### src/rtl/cmsdk_mcu_mtx4x2_ip_hold_pkg.sv
// Shared definitions for the bus-matrix input stage: AHB-Lite transfer, burst
// and response codes, field widths, and the stage's two state bits.
package cmsdk_mcu_mtx4x2_ip_hold_pkg;

  localparam int TRANS_W  = 2;
  localparam int SIZE_W   = 3;
  localparam int BURST_W  = 3;
  localparam int PROT_W   = 4;
  localparam int MASTER_W = 4;
  localparam int RESP_W   = 2;

  typedef enum logic [TRANS_W-1:0] {
    HTRANS_IDLE   = 2'b00,
    HTRANS_BUSY   = 2'b01,
    HTRANS_NONSEQ = 2'b10,
    HTRANS_SEQ    = 2'b11
  } htrans_e;

  typedef enum logic [RESP_W-1:0] {
    HRESP_OKAY  = 2'b00,
    HRESP_ERROR = 2'b01
  } hresp_e;

  localparam logic [BURST_W-1:0] HBURST_INCR = 3'b001;

  // Observable state of the input stage (it is a pair of flags, not an encoded FSM).
  typedef struct packed {
    logic pend_tran;
    logic data_phase;
  } hold_state_t;

endpackage

### src/rtl/cmsdk_mcu_mtx4x2_ip_hold_if.sv
// Master-facing AHB-Lite slave port of one bus-matrix input stage.
// Handshake: an address phase is offered when HSELS & HTRANSS[1] while HREADYS=1;
// it is taken when HREADYOUTS=1, which also completes the previous data phase.
interface cmsdk_mcu_mtx4x2_ip_hold_if
  import cmsdk_mcu_mtx4x2_ip_hold_pkg::*;
#(
  parameter int ADDR_W = 32,
  parameter int USER_W = 3
);
  logic                HSELS;
  logic [ADDR_W-1:0]   HADDRS;
  logic [USER_W-1:0]   HAUSERS;
  logic [TRANS_W-1:0]  HTRANSS;
  logic                HWRITES;
  logic [SIZE_W-1:0]   HSIZES;
  logic [BURST_W-1:0]  HBURSTS;
  logic [PROT_W-1:0]   HPROTS;
  logic [MASTER_W-1:0] HMASTERS;
  logic                HMASTLOCKS;
  logic                HREADYS;
  logic                HREADYOUTS;
  logic [RESP_W-1:0]   HRESPS;

  modport master (
    output HSELS, HADDRS, HAUSERS, HTRANSS, HWRITES, HSIZES, HBURSTS,
           HPROTS, HMASTERS, HMASTLOCKS, HREADYS,
    input  HREADYOUTS, HRESPS
  );

  modport slave (
    input  HSELS, HADDRS, HAUSERS, HTRANSS, HWRITES, HSIZES, HBURSTS,
           HPROTS, HMASTERS, HMASTLOCKS, HREADYS,
    output HREADYOUTS, HRESPS
  );
endinterface

### src/rtl/cmsdk_mcu_mtx4x2_ip_hold.sv
// Bus-matrix input stage: holds an address phase that no output stage granted and
// presents it (live or held) to the output stages; routes ready/response back.
module cmsdk_mcu_mtx4x2_ip_hold
  import cmsdk_mcu_mtx4x2_ip_hold_pkg::*;
#(
  parameter int ADDR_W      = 32,
  parameter int USER_W      = 3,
  parameter int BURST_BREAK = 1
) (
  input  logic                HCLK,
  input  logic                HRESETn,
  cmsdk_mcu_mtx4x2_ip_hold_if.slave ahb,
  input  logic                active_ip,
  input  logic                readyout_ip,
  input  logic [RESP_W-1:0]   resp_ip,
  output logic                sel_ip,
  output logic [ADDR_W-1:0]   addr_ip,
  output logic [USER_W-1:0]   auser_ip,
  output logic [TRANS_W-1:0]  trans_ip,
  output logic                write_ip,
  output logic [SIZE_W-1:0]   size_ip,
  output logic [BURST_W-1:0]  burst_ip,
  output logic [PROT_W-1:0]   prot_ip,
  output logic [MASTER_W-1:0] master_ip,
  output logic                mastlock_ip,
  output logic                held_tran_ip
);

  typedef struct packed {
    logic [ADDR_W-1:0]   addr;
    logic [USER_W-1:0]   auser;
    logic [TRANS_W-1:0]  trans;
    logic                write;
    logic [SIZE_W-1:0]   size;
    logic [BURST_W-1:0]  burst;
    logic [PROT_W-1:0]   prot;
    logic [MASTER_W-1:0] master;
    logic                mastlock;
  } xfer_t;

  xfer_t       live_x;
  xfer_t       hold_q, hold_d;
  xfer_t       out_x;
  hold_state_t state_q, state_d;
  logic        new_tran;
  logic        unused_resp_hi;

  assign new_tran       = ahb.HSELS & ahb.HREADYS & ahb.HTRANSS[1];
  assign unused_resp_hi = resp_ip[1];

  always_comb begin
    live_x          = '0;
    live_x.addr     = ahb.HADDRS;
    live_x.auser    = ahb.HAUSERS;
    live_x.trans    = ahb.HTRANSS;
    live_x.write    = ahb.HWRITES;
    live_x.size     = ahb.HSIZES;
    live_x.burst    = ahb.HBURSTS;
    live_x.prot     = ahb.HPROTS;
    live_x.master   = ahb.HMASTERS;
    live_x.mastlock = ahb.HMASTLOCKS;
  end

  always_comb begin
    hold_d  = hold_q;
    state_d = state_q;
    // Freeze the captured fields while a transfer is pending so the held request stays intact.
    if (ahb.HREADYS && !state_q.pend_tran) begin
      hold_d = live_x;
    end
    if (state_q.pend_tran) begin
      state_d.pend_tran = ~(active_ip & readyout_ip);
    end else begin
      state_d.pend_tran = new_tran & ~active_ip;
    end
    if (active_ip && held_tran_ip && readyout_ip) begin
      state_d.data_phase = 1'b1;
    end else if (readyout_ip) begin
      state_d.data_phase = 1'b0;
    end
  end

  always_ff @(posedge HCLK or negedge HRESETn) begin
    if (!HRESETn) begin
      hold_q  <= '0;
      state_q <= '0;
    end else begin
      hold_q  <= hold_d;
      state_q <= state_d;
    end
  end

  always_comb begin
    out_x        = live_x;
    sel_ip       = ahb.HSELS;
    held_tran_ip = new_tran;
    if (state_q.pend_tran) begin
      out_x        = hold_q;
      sel_ip       = 1'b1;
      held_tran_ip = 1'b1;
      // A re-issued SEQ has lost its burst context, so restart it as an INCR NONSEQ.
      if ((BURST_BREAK != 0) && (hold_q.trans == HTRANS_SEQ)) begin
        out_x.trans = HTRANS_NONSEQ;
        out_x.burst = HBURST_INCR;
      end
    end
  end

  assign addr_ip     = out_x.addr;
  assign auser_ip    = out_x.auser;
  assign trans_ip    = out_x.trans;
  assign write_ip    = out_x.write;
  assign size_ip     = out_x.size;
  assign burst_ip    = out_x.burst;
  assign prot_ip     = out_x.prot;
  assign master_ip   = out_x.master;
  assign mastlock_ip = out_x.mastlock;

  always_comb begin
    ahb.HREADYOUTS = 1'b1;
    ahb.HRESPS     = HRESP_OKAY;
    if (state_q.pend_tran) begin
      ahb.HREADYOUTS = 1'b0;
    end else if (state_q.data_phase) begin
      ahb.HREADYOUTS = readyout_ip;
    end
    if (state_q.data_phase) begin
      ahb.HRESPS = {1'b0, resp_ip[0]};
    end
  end

endmodule

### src/flat_wrapper.sv
// flat-port wrapper written by rule: the top's interface ports become plain ports
module cmsdk_mcu_mtx4x2_ip_hold_flat import cmsdk_mcu_mtx4x2_ip_hold_pkg::*;
#(
  parameter int ADDR_W      = 32,
  parameter int USER_W      = 3,
  parameter int BURST_BREAK = 1
)
  (HCLK, HRESETn, active_ip, readyout_ip, resp_ip, sel_ip, addr_ip, auser_ip, trans_ip, write_ip, size_ip, burst_ip, prot_ip, master_ip, mastlock_ip, held_tran_ip, ahb_HSELS, ahb_HADDRS, ahb_HAUSERS, ahb_HTRANSS, ahb_HWRITES, ahb_HSIZES, ahb_HBURSTS, ahb_HPROTS, ahb_HMASTERS, ahb_HMASTLOCKS, ahb_HREADYS, ahb_HREADYOUTS, ahb_HRESPS);
  cmsdk_mcu_mtx4x2_ip_hold_if #(.ADDR_W(ADDR_W), .USER_W(USER_W)) ahb_i ();
  input  logic HCLK;
  input  logic HRESETn;
  input  logic active_ip;
  input  logic readyout_ip;
  input  logic [RESP_W-1:0] resp_ip;
  output logic sel_ip;
  output logic [ADDR_W-1:0] addr_ip;
  output logic [USER_W-1:0] auser_ip;
  output logic [TRANS_W-1:0] trans_ip;
  output logic write_ip;
  output logic [SIZE_W-1:0] size_ip;
  output logic [BURST_W-1:0] burst_ip;
  output logic [PROT_W-1:0] prot_ip;
  output logic [MASTER_W-1:0] master_ip;
  output logic mastlock_ip;
  output logic held_tran_ip;
  input wire logic [$bits(ahb_i.HSELS)-1:0] ahb_HSELS;
  input wire logic [$bits(ahb_i.HADDRS)-1:0] ahb_HADDRS;
  input wire logic [$bits(ahb_i.HAUSERS)-1:0] ahb_HAUSERS;
  input wire logic [$bits(ahb_i.HTRANSS)-1:0] ahb_HTRANSS;
  input wire logic [$bits(ahb_i.HWRITES)-1:0] ahb_HWRITES;
  input wire logic [$bits(ahb_i.HSIZES)-1:0] ahb_HSIZES;
  input wire logic [$bits(ahb_i.HBURSTS)-1:0] ahb_HBURSTS;
  input wire logic [$bits(ahb_i.HPROTS)-1:0] ahb_HPROTS;
  input wire logic [$bits(ahb_i.HMASTERS)-1:0] ahb_HMASTERS;
  input wire logic [$bits(ahb_i.HMASTLOCKS)-1:0] ahb_HMASTLOCKS;
  input wire logic [$bits(ahb_i.HREADYS)-1:0] ahb_HREADYS;
  output wire logic [$bits(ahb_i.HREADYOUTS)-1:0] ahb_HREADYOUTS;
  output wire logic [$bits(ahb_i.HRESPS)-1:0] ahb_HRESPS;
  assign ahb_i.HSELS = ahb_HSELS;
  assign ahb_i.HADDRS = ahb_HADDRS;
  assign ahb_i.HAUSERS = ahb_HAUSERS;
  assign ahb_i.HTRANSS = ahb_HTRANSS;
  assign ahb_i.HWRITES = ahb_HWRITES;
  assign ahb_i.HSIZES = ahb_HSIZES;
  assign ahb_i.HBURSTS = ahb_HBURSTS;
  assign ahb_i.HPROTS = ahb_HPROTS;
  assign ahb_i.HMASTERS = ahb_HMASTERS;
  assign ahb_i.HMASTLOCKS = ahb_HMASTLOCKS;
  assign ahb_i.HREADYS = ahb_HREADYS;
  assign ahb_HREADYOUTS = ahb_i.HREADYOUTS;
  assign ahb_HRESPS = ahb_i.HRESPS;
  cmsdk_mcu_mtx4x2_ip_hold #(.ADDR_W(ADDR_W), .USER_W(USER_W), .BURST_BREAK(BURST_BREAK)) u_core (.HCLK(HCLK), .HRESETn(HRESETn), .ahb(ahb_i), .active_ip(active_ip), .readyout_ip(readyout_ip), .resp_ip(resp_ip), .sel_ip(sel_ip), .addr_ip(addr_ip), .auser_ip(auser_ip), .trans_ip(trans_ip), .write_ip(write_ip), .size_ip(size_ip), .burst_ip(burst_ip), .prot_ip(prot_ip), .master_ip(master_ip), .mastlock_ip(mastlock_ip), .held_tran_ip(held_tran_ip));
endmodule
### config.mk
export PLATFORM = sky130hd
export DESIGN_NAME = cmsdk_mcu_mtx4x2_ip_hold_flat
export DESIGN_NICKNAME = d
export VERILOG_FILES = /design/src/rtl/cmsdk_mcu_mtx4x2_ip_hold_pkg.sv /design/src/rtl/cmsdk_mcu_mtx4x2_ip_hold_if.sv /design/src/rtl/cmsdk_mcu_mtx4x2_ip_hold.sv /design/src/flat_wrapper.sv
export SDC_FILE = /design/constraint.sdc
export NUM_CORES = 1
export LEC_CHECK = 0
export ABC_AREA = 0
export BUFFER_PORTS_ARGS = -buffer_cell sky130_fd_sc_hd__buf_2
export CAP_MARGIN = 40
export CORE_MARGIN = 4
export CORE_UTILIZATION = 40
export CTS_CLUSTER_SIZE = 25
export DETAILED_ROUTE_END_ITERATION = 16
export PLACE_DENSITY = 0.68
export SLEW_MARGIN = 40
export SYNTH_ARGS = -nofsm -noshare
export SYNTH_HDL_FRONTEND = slang
export SYNTH_SLANG_ARGS = --single-unit
### constraint.sdc
create_clock -name HCLK -period 1.6 [get_ports HCLK]
set_input_delay 0.16 -clock HCLK [delete_from_list [all_inputs] [get_ports HCLK]]
set_output_delay 0.16 -clock HCLK [all_outputs]
set_load 0.05 [all_outputs]
==> Word-level counts from Yosys, hierarchy flattened <==
Index checks and enable logic that the tools add are counted.
W data, S select, Z words.
{ "totals": {"wordCells": 34, "in_bits": 61, "reg_bits": 55, "out_inout_bits": 58} }
{ "op_classes": {"bitwise": 6, "eq_ne": 1, "muxes": 11, "reduce_logical": 5} }
{ "ops": {"columns": ["cell", "count"], "rows": [
  ["$mux W53", 1],
  ["$mux W1", 8],
  ["$and A1 B1 Y1", 4],
  ["$logic_and A1 B1 Y1", 3],
  ["$mux W3", 1],
  ["$eq A2 B2 Y1 const B", 1],
  ["$mux W2", 1],
  ["$not A1 Y1", 2],
  ["$reduce_bool A2 Y1", 1],
  ["$logic_not A1 Y1", 1]
]} }

==> Logic depth before layout (Yosys ltp) <==
{ "logic_depth": {"word_depth": 6, "depth_mapped": 5, "depth_no_buf": 2} }

==> Worst setup path after synthesis <==
OpenSTA, ideal clock, no wires.
{ "synth_path": {"kind": "reg2out", "from": "register u_core.state_q[1] (netlist bit)", "to": "output port trans_ip[0]", "arrival_ns": 1.781, "path_stages_with_launch": 4, "t_required_ns": 1.440, "n_path_buf": 2, "slack_ns": -0.341, "path_cell_list": "dfrtp_1 > buf_6 > clkbuf_1 > o21ai_0"} }
{ "synth_between": {"elab_chain_cells": 1} }
{ "synth_rtl": {"columns": ["element", "line", "rtl"], "rows": [
  ["from (decl)", "cmsdk_mcu_mtx4x2_ip_hold.sv:44", "hold_state_t state_q, state_d;"],
  ["from (signal assigned)", "cmsdk_mcu_mtx4x2_ip_hold.sv:89", "state_q <= state_d;"],
  ["$mux W53", "cmsdk_mcu_mtx4x2_ip_hold.sv:97", "if (state_q.pend_tran) begin"],
  ["to (decl)", "flat_wrapper.sv:18", "output logic [TRANS_W-1:0] trans_ip;"]
]} }
Every way passes these cells.

==> Worst setup path after layout <==
{ "layout_path": {"from": "register u_core.state_q[1] (netlist bit)", "to": "output port prot_ip[0]"} }
{ "layout_between": {"elab_chain_cells": 1} }
{ "layout_rtl": {"columns": ["element", "line", "rtl"], "rows": [
  ["$mux W53", "cmsdk_mcu_mtx4x2_ip_hold.sv:97", null],
  ["to (decl)", "flat_wrapper.sv:22", "output logic [PROT_W-1:0] prot_ip;"]
]} }
Every way passes these cells.

==> impl_results.html <==
<table>
<tr><th>Metric</th><th>Value</th></tr>
<tr><th colspan="2">GRT</th></tr>
<tr><td>First-pass GRT wire length</td><td>roughly 11000 um</td></tr>
<tr><td>All-Layer GR Usage</td><td>roughly 16%</td></tr>
<tr><td>Initial antenna violation count</td><td>0</td></tr>
<tr><td>Largest net degree at the start of global routing</td><td>56</td></tr>
<tr><td>Final global-route overflow total</td><td>0</td></tr>
<tr><td>Number of global-route vias before repair</td><td>~2100</td></tr>
<tr><th colspan="2">STA</th></tr>
<tr><td>Setup slack after layout</td><td>-0.07405 ns</td></tr>
<tr><td>Final setup viols</td><td>50</td></tr>
<tr><td>Final worst path period need</td><td>approximately 1.7 ns</td></tr>
<tr><td>Skew final</td><td>0.01282 ns</td></tr>
<tr><td>Sum of negative setup slack</td><td>-2.499 ns</td></tr>
<tr><td>Setup repair after global routing missed its margin</td><td>true</td></tr>
<tr><td>Number of hold violations in the final report</td><td>0</td></tr>
<tr><td>Final critical-path share of the clock period</td><td>104.6%</td></tr>
<tr><td>Max Freq</td><td>0.5974 GHz</td></tr>
<tr><td>Pins over their slew limit</td><td>0</td></tr>
<tr><th colspan="2">Power</th></tr>
<tr><td>Leak Pwr</td><td>between 2 and 2.5 nW</td></tr>
<tr><td>Worst vdd ir</td><td>just over 0.6 mV</td></tr>
<tr><td>Power share of the clock group</td><td>21.7%</td></tr>
<tr><td>Power spent charging and discharging nets</td><td>roughly 1.7 mW</td></tr>
<tr><td>Total power draw</td><td>between 4 and 5 mW</td></tr>
<tr><td>Combinational fraction of design power</td><td>~43%</td></tr>
<tr><td>Sw Ratio</td><td>34.22%</td></tr>
<tr><td>Cell-internal power</td><td>3.254 mW</td></tr>
<tr><td>Sequential share of power</td><td>between 30% and 40%</td></tr>
<tr><td>PwrDens</td><td>approximately 1100 mW/mm2</td></tr>
<tr><th colspan="2">Layout</th></tr>
<tr><td>Layout overhead on the synthesized area</td><td>47.57%</td></tr>
<tr><td>Summed area of non-filler cells in the final layout</td><td>around 0.0044 mm2</td></tr>
<tr><td>Number of antenna diodes</td><td>0</td></tr>
<tr><td>Final Net Count</td><td>between 300 and 400</td></tr>
<tr><td>Count of placed standard cells in the final layout, fillers left out</td><td>421</td></tr>
<tr><td>Most frequent cells in the layout</td><td>sky130_fd_sc_hd__buf_2, sky130_fd_sc_hd__buf_6, sky130_fd_sc_hd__dfrtp_1</td></tr>
<tr><td>Share of layout cells above drive strength 1</td><td>~78%</td></tr>
<tr><td>Most common cell after layout, fill and taps aside</td><td>sky130_fd_sc_hd__buf_2</td></tr>
<tr><th colspan="2">Routing</th></tr>
<tr><td>Wire length on met2</td><td>around 3700 um</td></tr>
<tr><td>Post-route DRC violation count</td><td>0</td></tr>
<tr><td>Met3 routed wirelength</td><td>between 300 and 400 um</td></tr>
<tr><td>Top routing layer used</td><td>met4</td></tr>
<tr><td>Wirelength, routed</td><td>a little over 7000 um</td></tr>
<tr><td>Total iterations of the first detailed-routing run</td><td>4</td></tr>
<tr><td>Number of nets with antenna violations after detailed routing</td><td>0</td></tr>
<tr><td>Wirelength per Cell</td><td>around 17 um</td></tr>
<tr><td>Initial DRC Count</td><td>28</td></tr>
<tr><td>Via total after detailed routing</td><td>around 2000</td></tr>
<tr><td>Via density per instance</td><td>around 4.8</td></tr>
<tr><td>Wl on met1</td><td>~2800 um</td></tr>
<tr><th colspan="2">Setup path</th></tr>
<tr><td>CP arrival</td><td>roughly 1.5 ns</td></tr>
<tr><td>Max Fanout on Critical Path</td><td>5</td></tr>
<tr><td>WS Path Type</td><td>register to primary output</td></tr>
<tr><td>Setup crit start kind</td><td>register</td></tr>
<tr><td>Required time at the worst-slack endpoint</td><td>about 1.4 ns</td></tr>
<tr><td>Number of cells on the worst reg-to-reg path</td><td>4</td></tr>
<tr><td>Worst path cell trace</td><td>buf_4, clkbuf_16, mux2_2, buf_6</td></tr>
<tr><td>Critical-path cell with the highest stage delay</td><td>sky130_fd_sc_hd__dfrtp_2</td></tr>
<tr><td>Largest stage delay on the critical path</td><td>0.40 ns</td></tr>
<tr><td>Type of element capturing the critical path</td><td>primary output</td></tr>
<tr><th colspan="2">Die</th></tr>
<tr><td>IO Pins</td><td>119</td></tr>
<tr><td>Floorplan die width</td><td>94.12 um</td></tr>
<tr><td>Floorplan core area</td><td>0.007214 mm2</td></tr>
<tr><td># rows</td><td>31</td></tr>
<tr><td>Die footprint</td><td>0.008859 mm2</td></tr>
<tr><td>Overall die height</td><td>~94 um</td></tr>
<tr><td>Starting Density</td><td>about two fifths</td></tr>
<tr><th colspan="2">Clocking</th></tr>
<tr><td>Clk root buf</td><td>sky130_fd_sc_hd__clkbuf_8</td></tr>
<tr><td>Worst-Skew Late Latency</td><td>roughly 0.31 ns</td></tr>
<tr><td>Count of clock tree sinks</td><td>55</td></tr>
<tr><td>Clock tree from TritonCTS</td><td>yes</td></tr>
<tr><td>Maximum level of the CTS H-tree</td><td>2</td></tr>
<tr><td>CTS Buf Count</td><td>5</td></tr>
<tr><td>Maximum root-to-sink buffer count</td><td>2</td></tr>
<tr><td>Clock transition at path regs</td><td>around 0.1 ns</td></tr>
<tr><th colspan="2">Synthesis</th></tr>
<tr><td>Multiplexer share of the synthesized area</td><td>about 45%</td></tr>
<tr><td>Synthesis Warnings</td><td>0</td></tr>
<tr><td>Post-Synth XOR/XNOR Area</td><td>0%</td></tr>
<tr><td>Number of nets produced by synthesis</td><td>257</td></tr>
<tr><td>Synthesized-area fraction occupied by ao, oa, aoi and oai cells</td><td>1.898%</td></tr>
<tr><td>Sequential element share of the synthesized area</td><td>46.39%</td></tr>
<tr><td>Largest family of logic cells by synthesized area</td><td>multiplexers</td></tr>
<tr><td>Average instance area after synthesis</td><td>between 15 and 20 um2</td></tr>
<tr><td>Number of library cell types mapped by synthesis</td><td>21</td></tr>
<tr><td>Instance count of the mapped netlist</td><td>196</td></tr>
<tr><td>Simple-gate share of the synthesized area</td><td>2.024%</td></tr>
<tr><td>Summed instance area of the synthesized netlist</td><td>slightly below 0.003 mm2</td></tr>
<tr><td>Adder-cell share of the synthesized area</td><td>0%</td></tr>
<tr><td>Number of storage elements in the synthesis netlist</td><td>55</td></tr>
<tr><th colspan="2">Flow run</th></tr>
<tr><td># Max-Cap Violations</td><td>0</td></tr>
<tr><th colspan="2">Placed design</th></tr>
<tr><td>Cell count after placement</td><td>~400</td></tr>
<tr><td>Placed Area</td><td>around 0.0037 mm2</td></tr>
<tr><td>HPWL after DPL</td><td>about 4200 um</td></tr>
<tr><td>Number of port buffers</td><td>116</td></tr>
<tr><td>Routability congestion estimate</td><td>between 0.7 and 0.8</td></tr>
<tr><th colspan="2">Run status</th></tr>
<tr><td>Violations in the final reports</td><td>negative setup slack</td></tr>
<tr><td>Run status</td><td>finished with violations</td></tr>
<tr><th colspan="2">Hold path</th></tr>
<tr><td>Hold crit path type</td><td>primary input to register</td></tr>
<tr><td>Number of instances on the worst hold path</td><td>2</td></tr>
</table>
==> per-layer routing <==
layer / track usage [%] / vias to the layer above
met3: 3.446 / 8
li1: - / 943
met1: 19.68 / 1018
met4: 5.656 / 0
met5: 0 / -
met2: 26.08 / 66
==> final cells by class <==
type | instances | area [um2]
Clock inverter | 2 | 60.06
Tap cell | 99 | 123.9
Sequential cell | 55 | 1378
Multi-Input combinational cell | 122 | 1509
Clock buffer | 6 | 72.57
Timing Repair Buffer | 132 | 1216
Inverter | 5 | 18.77
Fill cell | 590 | 2836
==> logic make-up after synthesis <==
family,Yosys count
buf+inv,19
other cells,1
compound gates,9
simple gates,10
flops,55
mux,102
==> sequential cells by signal, summed over array words and instances (netlist names) <==
signal / flops
u_core.state_q: 2
u_core.hold_q: 53
==> timing repair <==
action / in CTS / in global routing
gates resized for setup: 111 / 19
setup buffers: 3 / 1
endpoints found under the setup margin: 55 / 56
hold buffers: 1 / 0
hold endpoints to repair: 55 / 0
gates cloned: 2 / 3
==> stage by stage <==
step                util [%]  worst slack [ns]  hold WS, ns
detailed placement     50.62            0.2167       0.1835
global route           60.68           -0.1187      0.01711
global placement       50.62            0.2300       0.1815
finish                 60.68          -0.07405      0.02456
floorplan                  -          -0.09634      -0.1356
CTS                    58.52          -0.09866      0.01703
==> synthesized netlist by cell type <==
master | n | share of area [%]
sky130_fd_sc_hd__a21oi_1 | 3 | 0.51
sky130_fd_sc_hd__a31oi_1 | 1 | 0.21
sky130_fd_sc_hd__and2_1 | 2 | 0.42
sky130_fd_sc_hd__buf_2 | 5 | 0.84
sky130_fd_sc_hd__buf_4 | 1 | 0.25
sky130_fd_sc_hd__buf_6 | 7 | 2.7
sky130_fd_sc_hd__clkbuf_1 | 1 | 0.13
sky130_fd_sc_hd__conb_1 | 1 | 0.13
sky130_fd_sc_hd__dfrtp_1 | 55 | 46
sky130_fd_sc_hd__inv_1 | 5 | 0.63
sky130_fd_sc_hd__mux2_2 | 52 | 20
sky130_fd_sc_hd__mux2_4 | 50 | 25
sky130_fd_sc_hd__nand2_1 | 3 | 0.38
sky130_fd_sc_hd__nand2b_4 | 1 | 0.46
sky130_fd_sc_hd__nand3_1 | 1 | 0.17
sky130_fd_sc_hd__nand3b_1 | 1 | 0.25
sky130_fd_sc_hd__nor2_1 | 1 | 0.13
sky130_fd_sc_hd__o21ai_0 | 1 | 0.17
sky130_fd_sc_hd__o22ai_1 | 2 | 0.42
sky130_fd_sc_hd__o2bb2ai_1 | 2 | 0.59
sky130_fd_sc_hd__or2_2 | 1 | 0.21
==> power by group through the flow <==
stage / combinational (mW) / clock (mW) / sequential, mW
CTS: 2.05 / 1.10 / 1.73
floorplan: 1.39 / 0 / 1.71
global route: 2.24 / 1.17 / 1.76
detailed placement: 1.73 / 0 / 1.75
global placement: 1.71 / 0 / 1.74
finish: 2.14 / 1.07 / 1.73
==> critical path: cells and delay by family (launching register included) <==
kind	cells	cell delay (ns)
flip-flops	1	0.40
multiplexers	1	0.34
buffers and inverters	3	0.45
==> final timing paths <==
path,to,start,slack [ns]
max,prot_ip[0],u_core.state_q[1],-0.07
min,u_core.state_q[1],active_ip,0.02
max reg2reg,u_core.hold_q[52],u_core.state_q[1],0.18
min reg2reg,u_core.hold_q[1],u_core.hold_q[1],0.51
max in group asynchronous,u_core.state_q[1],HRESETn,0.97
min in group asynchronous,u_core.hold_q[40],HRESETn,0.37
(Power assumes the default switching activity.)
